### src/rtl/rv32i_types.sv
// Shared RV32I front-end types: fetch packets and instruction-queue entries.
package rv32i_types;

  localparam int unsigned IQ_DEPTH = 16;
  localparam int unsigned GHR_W    = 8;

  typedef struct packed {
    logic [31:0]      i;
    logic             i_valid;
    logic [31:0]      i_pc;
    logic [31:0]      i_pc_next;
    logic             br_pred;
    logic [GHR_W-1:0] br_commit_ghr;
  } fetch_pkt_t;

  typedef struct packed {
    logic [31:0]      i;
    logic [63:0]      i_order;
    logic             i_valid;
    logic [31:0]      i_pc;
    logic [31:0]      i_pc_next;
    logic             br_pred;
    logic [GHR_W-1:0] br_commit_ghr;
  } inst_t;

  typedef struct packed {
    inst_t inst;
  } iq_entry;

  // Attach a commit order to a fetched packet.
  function automatic iq_entry stamp_entry(fetch_pkt_t pkt, logic [63:0] order);
    iq_entry e;
    e.inst.i             = pkt.i;
    e.inst.i_order       = order;
    e.inst.i_valid       = pkt.i_valid;
    e.inst.i_pc          = pkt.i_pc;
    e.inst.i_pc_next     = pkt.i_pc_next;
    e.inst.br_pred       = pkt.br_pred;
    e.inst.br_commit_ghr = pkt.br_commit_ghr;
    return e;
  endfunction

endpackage

### src/rtl/inst_queue.sv
// Circular fetch->decode instruction queue with commit-order stamping and one-cycle flush.
// Optional IQ_BYPASS_EN: empty-queue combinational pass-through from enq to iq_out.
module inst_queue
  import rv32i_types::*;
#(
  parameter int unsigned DEPTH = IQ_DEPTH
) (
  input  logic                     clk,
  input  logic                     rst_n,
  input  logic                     enq_valid,
  input  fetch_pkt_t               enq_pkt,
  output logic                     enq_ready,
  output logic                     deq_valid,
  input  logic                     deq_ready,
  output iq_entry                  iq_out,
  input  logic                     flush,
  input  logic [63:0]              flush_order,
  output logic [$clog2(DEPTH):0]   iq_count
);

  localparam int unsigned IW = $clog2(DEPTH);
  localparam int unsigned PW = IW + 1;

  logic [PW-1:0] head_q, head_d;
  logic [PW-1:0] tail_q, tail_d;
  logic [63:0]   order_q, order_d;
  iq_entry       mem_q [DEPTH];

  logic empty, full;
  logic wr_en;
  logic byp;
  logic byp_through;

  assign empty     = (head_q == tail_q);
  assign full      = (head_q[IW-1:0] == tail_q[IW-1:0]) && (head_q[IW] != tail_q[IW]);
  assign enq_ready = !full;
  assign iq_count  = tail_q - head_q;

`ifdef IQ_BYPASS_EN
  // Reset gating keeps deq_valid low while rst_n is held, even with enq_valid up.
  assign byp       = rst_n && empty && enq_valid && !flush;
  assign deq_valid = !empty || byp;
  assign iq_out    = byp ? stamp_entry(enq_pkt, order_q) : mem_q[head_q[IW-1:0]];
`else
  assign byp       = 1'b0;
  assign deq_valid = !empty;
  assign iq_out    = mem_q[head_q[IW-1:0]];
`endif

  // An empty-queue bypass that decode accepts never occupies a slot.
  assign byp_through = byp && deq_ready;

  always_comb begin
    head_d  = head_q;
    tail_d  = tail_q;
    order_d = order_q;
    wr_en   = 1'b0;
    if (flush) begin
      head_d  = '0;
      tail_d  = '0;
      order_d = flush_order + 64'd1;
    end else begin
      if (enq_valid && enq_ready) begin
        order_d = order_q + 64'd1;
        if (!byp_through) begin
          wr_en  = 1'b1;
          tail_d = tail_q + 1'b1;
        end
      end
      if (deq_valid && deq_ready && !empty) begin
        head_d = head_q + 1'b1;
      end
    end
  end

  always_ff @(posedge clk or negedge rst_n) begin
    if (!rst_n) begin
      head_q  <= '0;
      tail_q  <= '0;
      order_q <= '0;
    end else begin
      head_q  <= head_d;
      tail_q  <= tail_d;
      order_q <= order_d;
    end
  end

  // Storage is intentionally not reset; entries are qualified by the pointers.
  always_ff @(posedge clk) begin
    if (wr_en) begin
      mem_q[tail_q[IW-1:0]] <= stamp_entry(enq_pkt, order_q);
    end
  end

endmodule

### config.mk
export PLATFORM = sky130hd
export DESIGN_NAME = inst_queue
export DESIGN_NICKNAME = d
export VERILOG_FILES = /design/src/rtl/rv32i_types.sv /design/src/rtl/inst_queue.sv
export SDC_FILE = /design/constraint.sdc
export NUM_CORES = 2
export LEC_CHECK = 0
export CORE_MARGIN = 2
export CORE_UTILIZATION = 35
export DETAILED_ROUTE_END_ITERATION = 8
export GPL_TIMING_DRIVEN = 0
export HOLD_SLACK_MARGIN = 0.1
export PLACE_DENSITY_LB_ADDON = 0.25
export SYNTH_ARGS = -nofsm -noshare
export SYNTH_HDL_FRONTEND = slang
export SYNTH_SLANG_ARGS = --single-unit
### constraint.sdc
create_clock -name clk -period 36.2 [get_ports clk]
set_input_delay 7.24 -clock clk [delete_from_list [all_inputs] [get_ports clk]]
set_output_delay 7.24 -clock clk [all_outputs]
set_load 0.005 [all_outputs]
* Word level (Yosys, flattened, before mapping)
Memory sizes are Yosys's and may differ from the RTL's.
Cells that the tools add are included.
** Storage, ports and cells
- Word-level logic and storage cells :: 30
- Bits in registers :: 74
- RAM bits :: 2720
- Memories :: 1
- Output and inout bits :: 177
** Operators by class
- Add/sub/neg operators :: 5
- Muxes and demuxes :: 10
- Reduce and logical (&&, ||, !) cells :: 8
- Equal/unequal tests :: 3
** Memory list
- mem_q :: depth 16, width 170, read ports 1, clocked after memory_dff 0, wr ports 1, RTL line inst_queue.sv:27 : iq_entry mem_q [DEPTH];
** Operator list (count)
- $add 64x1->64 const B :: 2
- $mux 64 :: 2
- $mux 5 :: 4
- $add 5x1->5 const B :: 2
- $eq 5x5->1 :: 1
- $sub 5x5->5 :: 1
- $eq 4x4->1 :: 1
- $logic_and 1x1->1 :: 4
- $mux 1 :: 4
- $reduce_bool 2->1 :: 2
- $logic_not 1->1 :: 2
- $ne 1x1->1 :: 1

* Longest topological paths before layout
- Word-level depth :: 8
- Mapped depth :: 20
- Mapped depth without buffers :: 9

* Least setup slack after synthesis
No wires, ideal clock.
- Path kind :: input -> register
- From :: in flush
- To :: mem mem_q[1][0] in the netlist's numbering, enable pin
- Arrival :: 24.048 ns
- Path buffers :: 3
- Required time :: 35.085 ns
- Cell stages on the path :: 6
- Slack :: 11.037 ns
- Cells stage by stage :: buf_6 -> buf_8 -> inv_1 -> buf_1 -> nand2_1 -> nor4_1
** Between the ends
- Word-level cells in the longest chain between the ends :: 3
** RTL lines
- start, declared :: RTL line inst_queue.sv:16 : input logic flush,
- $mux 1 :: RTL line inst_queue.sv:58 : if (flush) begin
- $mux 1 :: RTL line inst_queue.sv:90 : if (wr_en) begin
- $mux 1 (not written as such) :: RTL line inst_queue.sv:91 : mem_q[tail_q[IW-1:0]] <= stamp_entry(enq_pkt, order_q);
- end, declared :: RTL line inst_queue.sv:27
No other way between the ends.

* Worst setup path after layout
- From :: in flush
- To :: reg order_q[60]
** Between the ends
- Word-level cells in the longest chain between the ends :: 1
- Elaborated cells on any way between the ends :: 2
- Those cells by class :: mux (1); reduce/logical (1)
** RTL lines
- $mux 64 / $reduce_bool 2->1 (equally long branches)
- end signal, assigned :: RTL line inst_queue.sv:84 : order_q <= order_d;
- end, declared :: RTL line inst_queue.sv:26 : logic [63:0] order_q, order_d;
Several ways; a longest one is shown, not always the timed one.
A chain may end at the register's enable or synchronous reset.

==> key figures <==
Global route
  • Vias in the first global route: 54.5k
  • Initial antenna violation count: 34
  • Total grt overflow: 0
  • Largest net degree at the start of global routing: 44
  • Gr usage total: 0.192
  • First-pass GRT wire length: 425000 µm

Detailed routing
  • Final wirelength: 305000 µm
  • DR WL/cell: 31.5 µm
  • Drt initial violations: 6144
  • Antenna Violating Nets Remaining: 0
  • First-pass iteration count of the detailed router: 9
  • DRC errors left: 17
  • Via/cell ratio: 5.44
  • Via Count: 52.7k

Timing
  • Hold Fails Final Rpt: 0
  • Slew @ Worst Pin: 1300 ps
  • # setup viols final: 0
  • Tmin final: 14040 ps
  • Fin. max-slew vios: 0
  • Fmax: 0.0712 GHz
  • Slew HR: 0.132
  • Fin crit share: 0.388
  • RSZ-0062 raised after global routing: no
  • Setup WS post-layout: 22160 ps
  • Post-route clock skew: 42.7 ps
  • Setup TNS: 0 ps

Logic synthesis
  • Post-synth EDFFs: 2720
  • Yosys warnings: 0
  • Syn_nets: 4723
  • Post-Syn Instances: 4537
  • Sequential fraction of the synthesis area: 0.774
  • Async SR Flop Fraction: 0.0265
  • Synth Flop Type: edfxtp_1
  • Syn Area/Cell: 23.8 µm²
  • Post-synthesis cell area: 108000 µm²
  • Distinct cell type count after synthesis: 56
  • Number of synthesized register bits: 2794

Clocking
  • CTS Sinks: 2794
  • Clock Root Buffer: clkbuf_16
  • Clock Latency Late Sink: 860 ps
  • CTS Buffer Depth: 4
  • CTS tree: yes
  • H-tree levels: 5
  • Clock slew seen by the registers of the worst setup and hold paths: 70 ps
  • Post-CTS Hold Buffers: 0
  • Post-CTS Setup Inserts: 0
  • Number of CTS-inserted buffers: 294
  • PostCTS Resize Cnt: 0

Cells and area
  • Nets: 5540
  • Layout cells sized above 1: 0.266
  • Synth-to-Final Area Change: 19.4%

Power
  • Peak VDD IR: 0.0000464 V
  • Sequential share of power: 0.484
  • Combinational Power Share: 0.127
  • Pwr dens: 58.8 nW/µm²
  • Switch Pwr: 1.78 mW
  • P_int: 5.79 mW
  • Switching part of the total power: 0.235
  • Leak: 39.1 nW
  • Clk pwr share: 0.389
  • Total design power: 7.57 mW

Die
  • Die W: 559 µm
  • IO Pins: 352
  • Die area: 313000 µm²
  • Site Rows: 203
  • Initial Util: 0.352
  • Core footprint: 306000 µm²
  • Die Y: 559 µm

Placed design
  • Worst slack, placed: 21560 ps
  • Final Wtd Congestion: 0.889
  • HPWL Detailed: 188000 µm
  • IO buf count: 351

Worst setup path
  • Crit path max-delay cell type: a222oi_1
  • WP data required: 36910 ps
  • Crit-path most repeated cell: buf_2
  • Reg2reg start: head_q[2]
  • RR Endpoint: mem_q[2][28]
  • CP Class: primary input to flip-flop
  • Worst path max stage delay: 820 ps
  • Worst Setup End Kind: flip-flop
  • Cell chain of the critical path: clkdlybuf4s50_1 > buf_6 > buf_8 > buf_2 > buf_2 > clkbuf_1 > buf_2 > buf_2 > buf_2 > clkbuf_1 > buf_2 > mux2_2 > ha_1 > nand4_1 > a222oi_1 > nand4_1 > or4_1 > buf_2 > or4_4 > nand3_2 > o221ai_2
  • R2R Setup Slk: 28330 ps
  • Worst R2R Path Depth: 15
  • CP Launch Point: flush
  • Worst setup endpoint: order_q[60]
  • Crit-path max FO: 10
  • CP arrival: 14750 ps
  • Worst Setup Start Kind: primary input

Run
  • # Max-Cap Violations: 0

Hold path
  • Min-Delay Path Class: flip-flop to flip-flop

Outcome
  • Violated checks: DRC
  • Status: finished with violations
-- cell type report --
class	instances	area, µm²
antenna	9	22.5
buffer	230	932
clock buffer	364	7840
clock inverter	149	1440
fill	26500	177000
inverter	14	52.6
multi-input combinational	1499	23500
sequential	2794	83500
tap	4100	5130
timing repair buffer	521	6400
-- flip-flops by register name, summed over array words and instances, names as in the netlist --
name and count:
order_q 64, head_q 5, tail_q 5, mem_q 2720
-- metal layers --
layer / wire, µm / vias to the layer above / GRT usage
li1: - / 21200 / -
met1: 129000 / 29000 / 0.269
met2: 147000 / 2127 / 0.311
met3: 23100 / 402 / 0.0408
met4: 5970 / 12 / 0.0382
met5: 76 / - / 0
-- layout by cell type, fill, tap and decap left out, drive strengths merged, types with 2 or more instances in the layout --
master,synthesis,routed
nand3b,27,27
edfxtp,2720,2720
a222oi,5,5
nand2,89,89
o21ai,25,25
a31oi,5,5
ha,10,10
nor2b,2,2
clkinv,0,110
or2,2,2
a21oi,25,25
buf,87,258
mux2i,51,51
xor2,64,64
mux2,4,4
nor3,20,20
a22oi,14,14
a221oi,2,2
nand4,35,35
nand3,75,75
clkinvlp,0,10
and3,17,17
or4,2,2
nor2,58,58
nand4b,9,9
and4,3,3
nand2b,2,2
and2,9,9
clkbuf,143,507
inv,14,20
nor4,10,10
and3b,2,2
xnor2,66,66
diode,0,9
clkdlybuf4s50,0,350
o22ai,3,3
bufinv,0,23
a21o,2,2
mux4,850,850
dfrtp,74,74
-- metrics by stage --
step | std cells | util | instance area [µm²] | hold slack (ps)
final | 9680 | 0.421 | 129000 | 566
after global routing | 9673 | 0.421 | 129000 | 611
after CTS | 9670 | 0.421 | 129000 | 570
after detailed placement | 9157 | 0.390 | 120000 | 554
after global placement | 8988 | 0.381 | 117000 | 545
after floorplan | 4537 | - | 108000 | 523
-- worst min path at each step --
stage	startpoint	endpoint	slack [ps]	cells after the start
after global routing	head_q[4]	head_q[4]	610	2
after floorplan	tail_q[4]	tail_q[4]	520	2
after detailed placement	head_q[4]	head_q[4]	550	2
after CTS	head_q[4]	head_q[4]	570	2
after global placement	head_q[4]	head_q[4]	540	2
final	head_q[4]	head_q[4]	570	2
-- Yosys cell counts, types with 2 or more instances --
library cell | count | area, µm²
a21o_1 | 2 | 15.0
a21oi_1 | 25 | 125
a222oi_1 | 5 | 50.1
a22oi_1 | 14 | 105
a31oi_1 | 5 | 31.3
and2_1 | 9 | 56.3
and3_1 | 17 | 106
and3b_1 | 2 | 17.5
and4_1 | 3 | 26.3
buf_1 | 72 | 270
buf_2 | 10 | 50.1
buf_4 | 2 | 15.0
buf_6 | 2 | 22.5
clkbuf_1 | 143 | 537
dfrtp_1 | 74 | 1850
edfxtp_1 | 2720 | 81700
ha_1 | 10 | 125
inv_1 | 13 | 48.8
mux2_2 | 4 | 45.0
mux2i_1 | 51 | 510
mux4_2 | 850 | 19100
nand2_1 | 89 | 334
nand2b_1 | 2 | 12.5
nand3_1 | 74 | 370
nand3b_1 | 27 | 203
nand4_1 | 35 | 219
nand4b_1 | 8 | 70.1
nor2_1 | 58 | 218
nor2b_1 | 2 | 12.5
nor3_1 | 20 | 100
nor4_1 | 8 | 50.1
nor4_2 | 2 | 25.0
o21ai_0 | 25 | 125
o22ai_1 | 3 | 18.8
or2_2 | 2 | 12.5
xnor2_1 | 66 | 578
xor2_1 | 64 | 561
-- power by group through the flow --
stage	Clock [mW]	Combinational, mW	Sequential, mW
floorplan	0	0.550	3.71
global placement	0	0.965	3.74
detailed placement	0	0.985	3.73
CTS	3.01	0.988	3.66
global route	3.13	1.02	3.67
finish	2.94	0.963	3.67
-- cell families (layout without fill, tap and decap cells) --
kind of cell               after synthesis  count (layout)  synth area share
AOI/OAI and AO/OA                       86              86           0.00504
xor gates and xnor gates               130             130            0.0105
adders and majority gates               11              11           0.00134
buffers and inverters                  244            1278           0.00891
DFF                                   2794            2794             0.774
muxes                                  905             905             0.182
other                                    0               9                 0
and+or+nand+nor                        367             367            0.0179
-- critical path, delay by kind of cell --
family / cells / cell delay, ps
buffers and inverters: 12 / 4290
and+or+nand+nor: 5 / 1740
AOI/OAI and AO/OA: 2 / 910
adders and majority gates: 1 / 290
muxes: 1 / 230
No activity file was read; power rests on OpenSTA's default activity.
